[src/rtl/stopwatch_timer_core.sv]
// Up/down MM:SS.hh stopwatch/timer core: programmable prescaler, single-cycle
// BCD carry/borrow chain, clamped preset load, lap capture and event pulses.
module stopwatch_timer_core #(
    parameter int CLK_HZ  = 50000000,
    parameter int TICK_HZ = 100,
    parameter int MAX_MIN = 59
) (
    input  logic        clk,
    input  logic        rst_n,
    input  logic [1:0]  cnt_ctrl,
    input  logic        dir,
    input  logic        load,
    input  logic [23:0] preset_bcd,
    input  logic        lap,
    input  logic        lap_clear,
    output logic [23:0] time_bcd,
    output logic [23:0] lap_bcd,
    output logic        lap_valid,
    output logic        tick,
    output logic        done,
    output logic        wrap
);

    localparam int DIV = CLK_HZ / TICK_HZ;
    localparam int PW  = (DIV > 2) ? $clog2(DIV) : 1;
    localparam logic [PW-1:0] DIV_M1  = PW'(DIV - 1);
    localparam logic [3:0]    MAX_M1  = 4'(MAX_MIN / 10);
    localparam logic [3:0]    MAX_M0  = 4'(MAX_MIN % 10);
    localparam logic [6:0]    MAX_MIN7 = 7'(MAX_MIN);
    localparam logic [23:0]   MAX_TIME = {MAX_M1, MAX_M0, 4'd5, 4'd9, 4'd9, 4'd9};

    typedef enum logic [1:0] {
        MODE_IDLE  = 2'b00,
        MODE_RUN   = 2'b01,
        MODE_PAUSE = 2'b10,
        MODE_HOLD  = 2'b11
    } mode_e;

    logic [PW-1:0] presc_q, presc_d;
    logic [23:0]   time_q, time_d;
    logic [23:0]   lap_q, lap_d;
    logic          lap_valid_q, lap_valid_d;
    logic          tick_q, tick_d;
    logic          done_q, done_d;
    logic          wrap_q, wrap_d;
    logic          tick_int_s;
    mode_e         mode_s;

    // Increment with full carry chain; the caller handles the MAX_TIME wrap.
    function automatic logic [23:0] bcd_inc(input logic [23:0] t);
        logic [3:0] m1, m0, s1, s0, t1, t0;
        {m1, m0, s1, s0, t1, t0} = t;
        if (t0 != 4'd9) begin
            t0 = t0 + 4'd1;
        end else begin
            t0 = 4'd0;
            if (t1 != 4'd9) begin
                t1 = t1 + 4'd1;
            end else begin
                t1 = 4'd0;
                if (s0 != 4'd9) begin
                    s0 = s0 + 4'd1;
                end else begin
                    s0 = 4'd0;
                    if (s1 != 4'd5) begin
                        s1 = s1 + 4'd1;
                    end else begin
                        s1 = 4'd0;
                        if (m0 != 4'd9) begin
                            m0 = m0 + 4'd1;
                        end else begin
                            m0 = 4'd0;
                            m1 = m1 + 4'd1;
                        end
                    end
                end
            end
        end
        return {m1, m0, s1, s0, t1, t0};
    endfunction

    // Decrement with full borrow chain; the caller never passes zero.
    function automatic logic [23:0] bcd_dec(input logic [23:0] t);
        logic [3:0] m1, m0, s1, s0, t1, t0;
        {m1, m0, s1, s0, t1, t0} = t;
        if (t0 != 4'd0) begin
            t0 = t0 - 4'd1;
        end else begin
            t0 = 4'd9;
            if (t1 != 4'd0) begin
                t1 = t1 - 4'd1;
            end else begin
                t1 = 4'd9;
                if (s0 != 4'd0) begin
                    s0 = s0 - 4'd1;
                end else begin
                    s0 = 4'd9;
                    if (s1 != 4'd0) begin
                        s1 = s1 - 4'd1;
                    end else begin
                        s1 = 4'd5;
                        if (m0 != 4'd0) begin
                            m0 = m0 - 4'd1;
                        end else begin
                            m0 = 4'd9;
                            m1 = m1 - 4'd1;
                        end
                    end
                end
            end
        end
        return {m1, m0, s1, s0, t1, t0};
    endfunction

    function automatic logic [3:0] clamp_digit(input logic [3:0] d, input logic [3:0] lim);
        return (d > lim) ? lim : d;
    endfunction

    // Clamp every nibble to its digit range, then the minute pair to MAX_MIN.
    function automatic logic [23:0] clamp_preset(input logic [23:0] p);
        logic [3:0] m1, m0, s1, s0, t1, t0;
        logic [6:0] mins;
        m1 = clamp_digit(p[23:20], 4'd9);
        m0 = clamp_digit(p[19:16], 4'd9);
        s1 = clamp_digit(p[15:12], 4'd5);
        s0 = clamp_digit(p[11:8],  4'd9);
        t1 = clamp_digit(p[7:4],   4'd9);
        t0 = clamp_digit(p[3:0],   4'd9);
        mins = ({3'd0, m1} * 7'd10) + {3'd0, m0};
        if (mins > MAX_MIN7) begin
            m1 = MAX_M1;
            m0 = MAX_M0;
        end else begin
            m1 = m1;
            m0 = m0;
        end
        return {m1, m0, s1, s0, t1, t0};
    endfunction

    assign mode_s = mode_e'(cnt_ctrl);

    // Next-state: mode decode, prescaler, time update, load and lap handling.
    always_comb begin
        presc_d     = presc_q;
        time_d      = time_q;
        lap_d       = lap_q;
        lap_valid_d = lap_valid_q;
        tick_d      = 1'b0;
        done_d      = 1'b0;
        wrap_d      = 1'b0;
        tick_int_s  = 1'b0;
        case (mode_s)
            MODE_IDLE: begin
                presc_d     = '0;
                time_d      = 24'd0;
                lap_d       = 24'd0;
                lap_valid_d = 1'b0;
            end
            MODE_RUN: begin
                if (presc_q == DIV_M1) begin
                    presc_d    = '0;
                    tick_int_s = 1'b1;
                end else begin
                    presc_d    = presc_q + PW'(1);
                end
                if (tick_int_s) begin
                    if (!dir) begin
                        tick_d = 1'b1;
                        if (time_q == MAX_TIME) begin
                            time_d = 24'd0;
                            wrap_d = 1'b1;
                        end else begin
                            time_d = bcd_inc(time_q);
                        end
                    end else if (time_q != 24'd0) begin
                        time_d = bcd_dec(time_q);
                        tick_d = 1'b1;
                        done_d = (time_d == 24'd0);
                    end else begin
                        time_d = time_q;
                    end
                end else begin
                    time_d = time_q;
                end
            end
            default: begin
                if (load) begin
                    time_d = clamp_preset(preset_bcd);
                end else begin
                    time_d = time_q;
                end
            end
        endcase
        // Lap captures the pre-update time and beats a simultaneous lap_clear.
        if (mode_s != MODE_IDLE) begin
            if (lap) begin
                lap_d       = time_q;
                lap_valid_d = 1'b1;
            end else if (lap_clear) begin
                lap_d       = 24'd0;
                lap_valid_d = 1'b0;
            end else begin
                lap_d       = lap_q;
                lap_valid_d = lap_valid_q;
            end
        end else begin
            lap_d       = 24'd0;
            lap_valid_d = 1'b0;
        end
    end

    // State and output registers.
    always_ff @(posedge clk or negedge rst_n) begin
        if (!rst_n) begin
            presc_q     <= '0;
            time_q      <= 24'd0;
            lap_q       <= 24'd0;
            lap_valid_q <= 1'b0;
            tick_q      <= 1'b0;
            done_q      <= 1'b0;
            wrap_q      <= 1'b0;
        end else begin
            presc_q     <= presc_d;
            time_q      <= time_d;
            lap_q       <= lap_d;
            lap_valid_q <= lap_valid_d;
            tick_q      <= tick_d;
            done_q      <= done_d;
            wrap_q      <= wrap_d;
        end
    end

    assign time_bcd  = time_q;
    assign lap_bcd   = lap_q;
    assign lap_valid = lap_valid_q;
    assign tick      = tick_q;
    assign done      = done_q;
    assign wrap      = wrap_q;

endmodule

[config.mk]
export PLATFORM = sky130hd
export DESIGN_NAME = stopwatch_timer_core
export DESIGN_NICKNAME = d
export VERILOG_FILES = /design/src/rtl/stopwatch_timer_core.sv
export SDC_FILE = /design/constraint.sdc
export NUM_CORES = 1
export LEC_CHECK = 0
export ABC_CLOCK_PERIOD_IN_PS = 6700
export CORE_UTILIZATION = 58
export DETAILED_ROUTE_END_ITERATION = 6
export PLACE_DENSITY = 0.86
export SYNTH_ARGS = -nofsm -noshare
export SYNTH_HDL_FRONTEND = slang
export SYNTH_SLANG_ARGS = --single-unit
[constraint.sdc]
create_clock -name clk -period 6.7 [get_ports clk]
set_input_delay 0.67 -clock clk [delete_from_list [all_inputs] [get_ports clk]]
set_output_delay 0.67 -clock clk [all_outputs]
set_load 0.005 [all_outputs]
==> out/metrics.yaml <==
reg2reg_slack_ns: 3.52
initial_core_util: 0.599
fin_nets: 677
numCtsBuffers: 9
finalHoldViolCount: 0
relSlewSlack: 0.237
grt_setup_unrepaired: "false"
grt_pass1_wl_mm: 21.0
first_pass_iters: 5
io_buffers: 83
worstRegToRegCells: 10
hold_path.class: "in -> async"
std_cell_rows: 33
switching_power_w: 0.000499
cts-root-buf: "clkbuf_8"
cp_max_fo: 6
yosysWarnings: 0
endpoint_kind: "register"
die-area_mm2: 0.00882
yosys.area_share.adder: 0.0628
ctsResizeCount: 0
cts_sinks: 71
n_fill_cell: 623
yosysSeqAreaShare: 0.363
critPathLaunchType: "primary input"
grt_pass1_vias: 4386
p_seq_frac: 0.406
routed_wl_mm: 13.0
arrival_ns: 3.47
wl_per_cell_um: 17.8
netlist_area_mm2: 0.00490
synth_simple_gate_area_share: 0.219
clockBufferDepth: 2
rr_endpoint: "time_bcd[12]"
synth_top_family_by_area: "compound AO/OA/AOI/OAI gates"
min_period_over_period: 0.478
post-dp-hpwl_mm: 9.02
yosys.area.top_type: "dfrtp_1"
grt_remaining_overflow: 0
grt_max_degree: 72
htreeDepth: 3
cts_tree: "done"
critical_path_class: "in -> reg"
vdd_drop_max_mv: 0.130
setup_violations: 0
p_comb_frac: 0.314
layoutNonFillerInstCount: 731
ant_nets: 0
area.growth.synth_to_final_pct: 20.9
synth_compound_area_frac: 0.269
antenna_cells: 0
synth-async-reset-ratio: 1.00
period_minus_slack_ns: 3.20
vias_per_cell: 6.40
syn-mean-instance-area_um2: 8.76
synth_edf_count: 0
antenna_found_initial: 0
fp.dieH_um: 93.9
cp.required_ns: 6.97
dpl.cell_count: 715
drive_gt1_frac: 0.0671
synth_top_cell_area_share: 0.363
timing.setup.tns_ns: 0
clkTransAtPathRegs_ns: 0.08
synth_seq_cells: 71
outcome: "complete, no violations"
synth_cell_types: 75
power_density_mw_per_mm2: 241
drv_cap: 0
yosys-mux-area-fraction: 0.0161
grt.total_usage: 0.305
chipWidth_um: 93.9
post-cts-setup-buffer-count: 0
cts-hold-fix-buffers: 0
p_leak_nw: 2.41
worst_slew_pin_slew_ns: 1.14
place_congestion: 0.915
synth_xor_area_frac: 0.0161
io_pins: 84
crit_path_start: "preset_bcd[23]"
drc: 0
fin_skew_ns: 0.0220
insertion_delay_ns: 0.37
p_clk_frac: 0.280
internal-power_w: 0.000929
switching_share: 0.349
crit-reg2reg-launch: "time_bcd[12]"
timing.fmax_mhz: 313
syn_inst: 559
vias: 4676
synthFlopType: "dfrtp_1"
synth_area_leaders: "dfrtp_1 (36%), ha_1 (5.9%), o21ai_0 (5.0%)"
syn-num-nets: 615
slew_violations: 0
coreArea_mm2: 0.00818
initialDrtViolationCount: 352
-- cells in the final DEF, fill, tap and decap left out, drive strengths merged, types with 9 or more instances in the layout --
cell type      synthesis  routed
clkdlybuf4s50          0      82
nand4                 10      10
o21ai                 71      71
nand2                 36      36
clkbuf                26      10
a22o                  28      28
a31oi                  9       9
dfrtp                 71      71
inv                   18      20
a21oi                 33      33
nand3                 15      15
nor2                  43      43
nor3                  17      17
nand2b                10      10
ha                    23      23
nor2b                 16      16
-- metal layers --
| layer | vias to the layer above | global-route usage | wire length (um) |
|---|---|---|---|
| met4 | 0 | 0.141 | 289 |
| met1 | 2237 | 0.409 | 5760 |
| met5 | - | 0 | 0 |
| met3 | 31 | 0.0461 | 802 |
| met2 | 205 | 0.484 | 6170 |
| li1 | 2203 | - | - |
-- Yosys cell counts (3+ instances only) --
| cell type | number |
|---|---|
| a211oi_1 | 6 |
| a21o_1 | 3 |
| a21oi_1 | 33 |
| a221oi_1 | 5 |
| a22o_1 | 27 |
| a22oi_1 | 5 |
| a31oi_1 | 9 |
| a32oi_1 | 3 |
| and2_1 | 3 |
| and3_1 | 8 |
| buf_6 | 7 |
| clkbuf_1 | 24 |
| dfrtp_1 | 71 |
| ha_1 | 23 |
| inv_1 | 17 |
| mux2i_1 | 3 |
| nand2_1 | 35 |
| nand2b_1 | 9 |
| nand3_1 | 14 |
| nand3b_1 | 4 |
| nand4_1 | 10 |
| nand4b_1 | 3 |
| nor2_1 | 43 |
| nor2b_1 | 16 |
| nor3_1 | 16 |
| nor3b_1 | 6 |
| nor4_1 | 3 |
| nor4b_1 | 3 |
| o211ai_1 | 4 |
| o21a_1 | 4 |
| o21ai_0 | 49 |
| o21ai_1 | 22 |
| o31ai_1 | 7 |
| o32ai_1 | 3 |
| or2_2 | 3 |
| or3_1 | 4 |
| xnor2_1 | 7 |
-- per-stage QoR --
stage                     hold slack (ns)  cell area [um^2]   util  power (W)  worst slack (ns)
after global routing                0.518              5920  0.725    0.00151              3.20
after global placement              0.467              5700  0.697    0.00101              3.31
final                               0.474              5920  0.725    0.00143              3.50
after CTS                           0.497              5920  0.725    0.00143              3.51
after floorplan                     0.374              4900      -   0.000839              3.87
after detailed placement            0.474              5700  0.697    0.00103              3.14
-- power groups by stage --
stage | clock network (W) | registers [W] | logic (W)
after floorplan | 0 | 0.000543 | 0.000296
after global placement | 0 | 0.000580 | 0.000430
after detailed placement | 0 | 0.000584 | 0.000442
after CTS | 0.000402 | 0.000577 | 0.000446
after global routing | 0.000425 | 0.000591 | 0.000490
final | 0.000400 | 0.000579 | 0.000449
-- state kept, by name, indices dropped and copies added (netlist names) --
name       cells
done           1
lap_bcd       24
lap_valid      1
presc_q       19
tick           1
time_bcd      24
wrap           1
-- worst max path at each step --
stage                               to  slack (ns)  cells past startpoint
final                     time_bcd[16]        3.50                     12
after global routing      time_bcd[12]        3.20                     10
after CTS                 time_bcd[16]        3.51                     12
after detailed placement  time_bcd[16]        3.14                     12
after global placement    time_bcd[16]        3.31                     12
after floorplan           time_bcd[16]        3.87                     11
-- final cells by class --
type	instances	area, um^2	area share
Clock inverter	6	90.1	0.0152
Clock buffer	10	138	0.0232
Inverter	18	67.6	0.0114
Timing Repair Buffer	87	856	0.144
Multi-Input combinational cell	434	2870	0.484
Sequential cell	71	1780	0.300
Tap cell	105	131	0.0222
-- kinds of logic (layout without fill, tap and decap cells) --
kind of cell / count (synthesis) / count (layout)
other: 1 / 1
multiplexers: 7 / 7
AND/OR/NAND/NOR: 195 / 195
buffers and inverters: 54 / 121
AO/OA/AOI/OAI: 198 / 198
XOR/XNOR: 9 / 9
flip-flops: 71 / 71
adder cells (fa/ha/maj): 24 / 24
-- worst max-delay path, stage by stage --
cell             delay, ns
clkdlybuf4s50_1       0.49
o21ai_0               0.12
nand2b_1              0.13
ha_1                  0.20
ha_1                  0.19
fa_1                  0.39
xor2_1                0.28
or2_2                 0.17
mux2i_1               0.07
nor3_1                0.40
nor4b_1               0.12
o31ai_1               0.24
(Power assumes the default switching activity.)
